## src/rtl/register_bank_mp.sv

```systemverilog
// DEPTH x DATA_WIDTH register file: two combinational read ports, one write port,
// optional write-to-read bypass and hardwired-zero entry 0, plus a sequential clear sweep.

module register_bank_mp_rdport #(
  parameter int DATA_WIDTH = 64,
  parameter int ADDR_WIDTH = 5,
  parameter int ZERO_REG   = 1,
  parameter int BYPASS     = 1
) (
  input  logic [ADDR_WIDTH-1:0] raddr_i,
  input  logic [DATA_WIDTH-1:0] entry_i,
  input  logic                  busy_i,
  input  logic                  wr_fire_i,
  input  logic [ADDR_WIDTH-1:0] waddr_i,
  input  logic [DATA_WIDTH-1:0] wdata_i,
  output logic [DATA_WIDTH-1:0] rdata_o
);
  // Zero-register test precedes bypass so r0 never forwards write data.
  always_comb begin
    rdata_o = entry_i;
    if (busy_i)
      rdata_o = '0;
    else if ((ZERO_REG != 0) && (raddr_i == '0))
      rdata_o = '0;
    else if ((BYPASS != 0) && wr_fire_i && (waddr_i == raddr_i))
      rdata_o = wdata_i;
  end
endmodule

module register_bank_mp #(
  parameter int DATA_WIDTH = 64,
  parameter int ADDR_WIDTH = 5,
  parameter int ZERO_REG   = 1,
  parameter int BYPASS     = 1
) (
  input  logic                  clk,
  input  logic                  rst_n,
  input  logic [ADDR_WIDTH-1:0] Read_register_1,
  input  logic [ADDR_WIDTH-1:0] Read_register_2,
  output logic [DATA_WIDTH-1:0] Read_data_1,
  output logic [DATA_WIDTH-1:0] Read_data_2,
  input  logic [ADDR_WIDTH-1:0] Write_register,
  input  logic [DATA_WIDTH-1:0] Write_data,
  input  logic                  write,
  input  logic                  clear,
  output logic                  busy,
  output logic                  write_dropped
);
  localparam int DEPTH     = 2**ADDR_WIDTH;
  localparam int NUM_PORTS = 2;

  typedef enum logic {CLEAR, IDLE} state_e;

  state_e                              state_q, state_d;
  logic [ADDR_WIDTH-1:0]               ptr_q, ptr_d;
  logic                                drop_q, drop_d;
  logic [DEPTH-1:0][DATA_WIDTH-1:0]    mem_q;
  logic                                wr_fire, wr_en;
  logic [NUM_PORTS-1:0][ADDR_WIDTH-1:0] raddr;
  logic [NUM_PORTS-1:0][DATA_WIDTH-1:0] rdata;

  always_ff @(posedge clk or negedge rst_n) begin
    if (!rst_n) begin
      state_q <= CLEAR;
      ptr_q   <= '0;
      drop_q  <= 1'b0;
    end else begin
      state_q <= state_d;
      ptr_q   <= ptr_d;
      drop_q  <= drop_d;
    end
  end

  // clear beats write in IDLE, and any write during a sweep is lost.
  always_comb begin
    state_d = state_q;
    ptr_d   = ptr_q;
    drop_d  = write && ((state_q == CLEAR) || clear);
    case (state_q)
      CLEAR: begin
        ptr_d = ptr_q + {{(ADDR_WIDTH-1){1'b0}}, 1'b1};
        if (&ptr_q) state_d = IDLE;
      end
      IDLE: begin
        if (clear) begin
          state_d = CLEAR;
          ptr_d   = '0;
        end
      end
      default: begin
        state_d = CLEAR;
        ptr_d   = '0;
      end
    endcase
  end

  assign wr_fire = (state_q == IDLE) && !clear && write;
  assign wr_en   = wr_fire && !((ZERO_REG != 0) && (Write_register == '0));

  // Storage is not reset; the sweep zeroes it one entry per edge instead.
  always_ff @(posedge clk) begin
    if (state_q == CLEAR)
      mem_q[ptr_q] <= '0;
    else if (wr_en)
      mem_q[Write_register] <= Write_data;
  end

  assign busy          = (state_q == CLEAR);
  assign write_dropped = drop_q;

  assign raddr = {Read_register_2, Read_register_1};

  for (genvar g = 0; g < NUM_PORTS; g++) begin : g_rd
    register_bank_mp_rdport #(
      .DATA_WIDTH(DATA_WIDTH),
      .ADDR_WIDTH(ADDR_WIDTH),
      .ZERO_REG  (ZERO_REG),
      .BYPASS    (BYPASS)
    ) u_rd (
      .raddr_i  (raddr[g]),
      .entry_i  (mem_q[raddr[g]]),
      .busy_i   (busy),
      .wr_fire_i(wr_fire),
      .waddr_i  (Write_register),
      .wdata_i  (Write_data),
      .rdata_o  (rdata[g])
    );
  end

  assign Read_data_1 = rdata[0];
  assign Read_data_2 = rdata[1];
endmodule

```

## config.mk

```make
export PLATFORM = sky130hd
export DESIGN_NAME = register_bank_mp
export DESIGN_NICKNAME = d
export VERILOG_FILES = /design/src/rtl/register_bank_mp.sv
export SDC_FILE = /design/constraint.sdc
export NUM_CORES = 2
export LEC_CHECK = 0
export BUFFER_PORTS_ARGS = -buffer_cell sky130_fd_sc_hd__buf_2
export CORE_MARGIN = 3
export CORE_UTILIZATION = 45
export DETAILED_ROUTE_END_ITERATION = 12
export SKIP_CTS_REPAIR_TIMING = 1
export SYNTH_ARGS = -nofsm -noshare
export SYNTH_HDL_FRONTEND = slang
export SYNTH_SLANG_ARGS = --single-unit
```

## constraint.sdc

```tcl
create_clock -name clk -period 9.35 [get_ports clk]
set_clock_uncertainty 0.15 [all_clocks]
set_input_delay 0 -clock clk [delete_from_list [all_inputs] [get_ports clk]]
set_output_delay 0 -clock clk [all_outputs]
set_load 0.01 [all_outputs]
```

==> flow_metrics.tcl <==
set metrics [dict create \
    num_io_pins 213 \
    wl_met2_mm 209 \
    r2r_start "state_q" \
    grt_usage_pct 35.7 \
    crit_start "state_q" \
    hold_viol 0 \
    synth_top_cell_area_share_pct 52.2 \
    p_per_area_mw_per_mm2 318 \
    dpl_cell_area_mm2 0.122 \
    fp.dieH_um 517 \
    p_int_uw 26700 \
    routabilityCongestion 0.955 \
    critPathTopFamily "simple AND/OR/NAND/NOR gates" \
    wl_met1_mm 174 \
    drtAntennaViolNets 0 \
    vias_per_cell 7.81 \
    final_cell_mix "edfxtp_1 (2048), a22o_1 (1890), mux4_2 (768), mux2i_1 (368), nand2_1 (340)" \
    synth-seq-cells 2055 \
    setup_ws_ns 3.56 \
    cts_sinks 2055 \
    placement.io_buffers 212 \
    ir_worst_vdd_v 0.000177 \
    wl_met3_mm 82.7 \
    crit_arrival_ns 5.64 \
    drv_cap 0 \
    netlist-cell-type-count 54 \
    synth_ff_type "edfxtp_1" \
    hold_ws_ns 0.0145 \
    cts_buffer_depth 3 \
    hold_path_class "input pin to flip-flop" \
    yosysTopAreaCell "edfxtp_1" \
    avgSynthCellArea_um2 14.3 \
    worstPathMaxFanout 31 \
    avgRoutedWirePerCell_um 42.3 \
    die_w_um 517 \
    dr.pass1.iters 6 \
    drv_slew 0 \
    syn_to_final_growth_pct 10.4 \
    gr-total-overflow 0 \
    pwr-share-clk_pct 21.6 \
    dp_hpwl_mm 293 \
    crit_buf_inv 2 \
    pwr-share-comb_pct 33.7 \
    vias 90751 \
    core_mm2 0.260 \
    die_area_mm2 0.268 \
    routed.top_layer "met5" \
    syn_area_mm2 0.118 \
    layout_commonest_cell "edfxtp_1" \
    criticalPathCategory "flip-flop to primary output" \
    crit_required_ns 9.20 \
    worst_pin_slew_ns 1.46 \
    synthCells 8205 \
    drtIter0Drc 16146 \
    start_util_pct 45.3 \
    rows 187 \
    finalCriticalPeriod_ns 5.79 \
    grt_pass1_vias 85607 \
    syn-num-nets 8293 \
    drc 0 \
    rsz0062_at_grt "no" \
    finalInstanceArea_mm2 0.130 \
    htreeDepth 4 \
    slew-limit-headroom_pct 2.16 \
    pre_cts_ws_ns 4.42 \
    critPathSlowestCell "a211oi_1" \
    synth_warnings 0 \
    period_share_pct 61.9 \
    wl_mm 492 \
    setup_viol 0 \
    end_kind "primary output" \
    pwr-share-seq_pct 44.6 \
    power_leakage_uw 0.0494 \
    grt_pass1_wl_mm 684 \
    cts_buffers 222 \
    synthArstFlopShare_pct 0.341 \
    p_switching_uw 14700 \
    synth_edf_count 2048 \
    layout-drive-gt1-share_pct 24.4 \
    clock_latency_ns 0.89 \
    worstPathCellList "nor2b_1 > and2_1 > and3_2 > buf_4 > a2111oi_0 > a211oi_1 > buf_2" \
    crit_path_start_kind "flip-flop" \
    grt_max_degree 120 \
    cts_root_buf "clkbuf_16" \
    max_freq_mhz 173 \
    cts_tree "built" \
    status "finished clean" \
    ys_top_cells_by_area "edfxtp_1 (52%), mux4_2 (15%), a22o_1 (14%)" \
    synth-seq-area-share_pct 52.4 \
    clkSlewWorstSetupHoldPaths_ns 0.07 \
    max_stage_delay_ns 1.13 \
    fin_tns_setup_ns 0 \
    grt_antenna_before_repair 43 \
    layout.nets 8013 \
    swShare_pct 35.4 \
    holdCritStartpoint "Write_register[1]" \
]
## worst reg2reg max path, delay by kind of cell, from the launching register on
family | cells | cell delay [ns]
buf+inv | 3 | 1.74
simple gates | 2 | 1.01
compound gates | 2 | 0.82
flops | 1 | 0.69
## cell type report
type                       instances  area, um2
antenna                           16       40.0
clock inverter                   125       1200
timing repair buffer             576       4210
tap                             3496       4370
multi-input combinational       5063      52500
inverter                           7       28.8
sequential                      2055      61700
fill                           21741     130000
clock buffer                     275       5860
## final timing paths
check	to	slack (ns)	depth (start not counted)
setup / recovery	Read_data_1[4]	3.56	7
hold / removal	mem_q[1397]	0.01	3
setup reg to reg	mem_q[1274]	4.50	7
hold reg to reg	mem_q[1933]	0.43	2
max in group asynchronous	state_q	8.51	3
min in group asynchronous	write_dropped	0.22	3
## power by group through the flow
stage	Clock, uW	Sequential [uW]	Combinational (uW)
2_1_floorplan	0	17600	9100
3_3_place_gp	0	18200	13200
3_5_place_dp	0	18400	13500
4_1_cts	8950	18300	13500
5_1_grt	9320	18900	14500
6_report	8950	18500	13900
## routing by layer
metal  GRT usage, %  vias to the layer above
li1               -                    34440
met1           47.6                    46533
met2           51.0                     8415
met3           15.1                     1321
met4           15.4                       42
met5          0.451                        -
## cells by family after synthesis
logic type      count (synthesis)  synth area share (%)
compound gates               3018                  20.8
xor+xnor                       12                0.0893
fa+ha+maj                       5                0.0531
buf+inv                      1087                  4.06
flops                        2055                  52.4
mux                          1392                  20.3
simple gates                  636                  2.38
## registers in the layout (all words and copies together) (netlist names)
register and cells:
state_q 1, write_dropped 1, mem_q 2048, ptr_q 5
## through the flow
stage               utilization [%]  total power (uW)  std cells
finish                         50.0             41400      11613
global route                   50.0             42600      11604
CTS                            49.7             40800      11518
detailed placement             46.9             31900      11118
global placement               46.9             31400      11116
floorplan                         -             26700       8205
## cell usage after synthesis (55+ instances only)
cell type	number
edfxtp_1	2048
a22o_1	1890
mux4_2	768
clkbuf_1	718
mux2i_1	368
nand2_1	345
o21ai_0	327
mux2_2	236
buf_2	232
a221oi_1	208
o22ai_1	128
nor2_1	121
a211oi_1	96
a2111oi_0	81
and2_1	70
a22oi_1	64
o21ai_1	64
buf_4	55
Note: power is estimated with default switching activity, not from simulation.
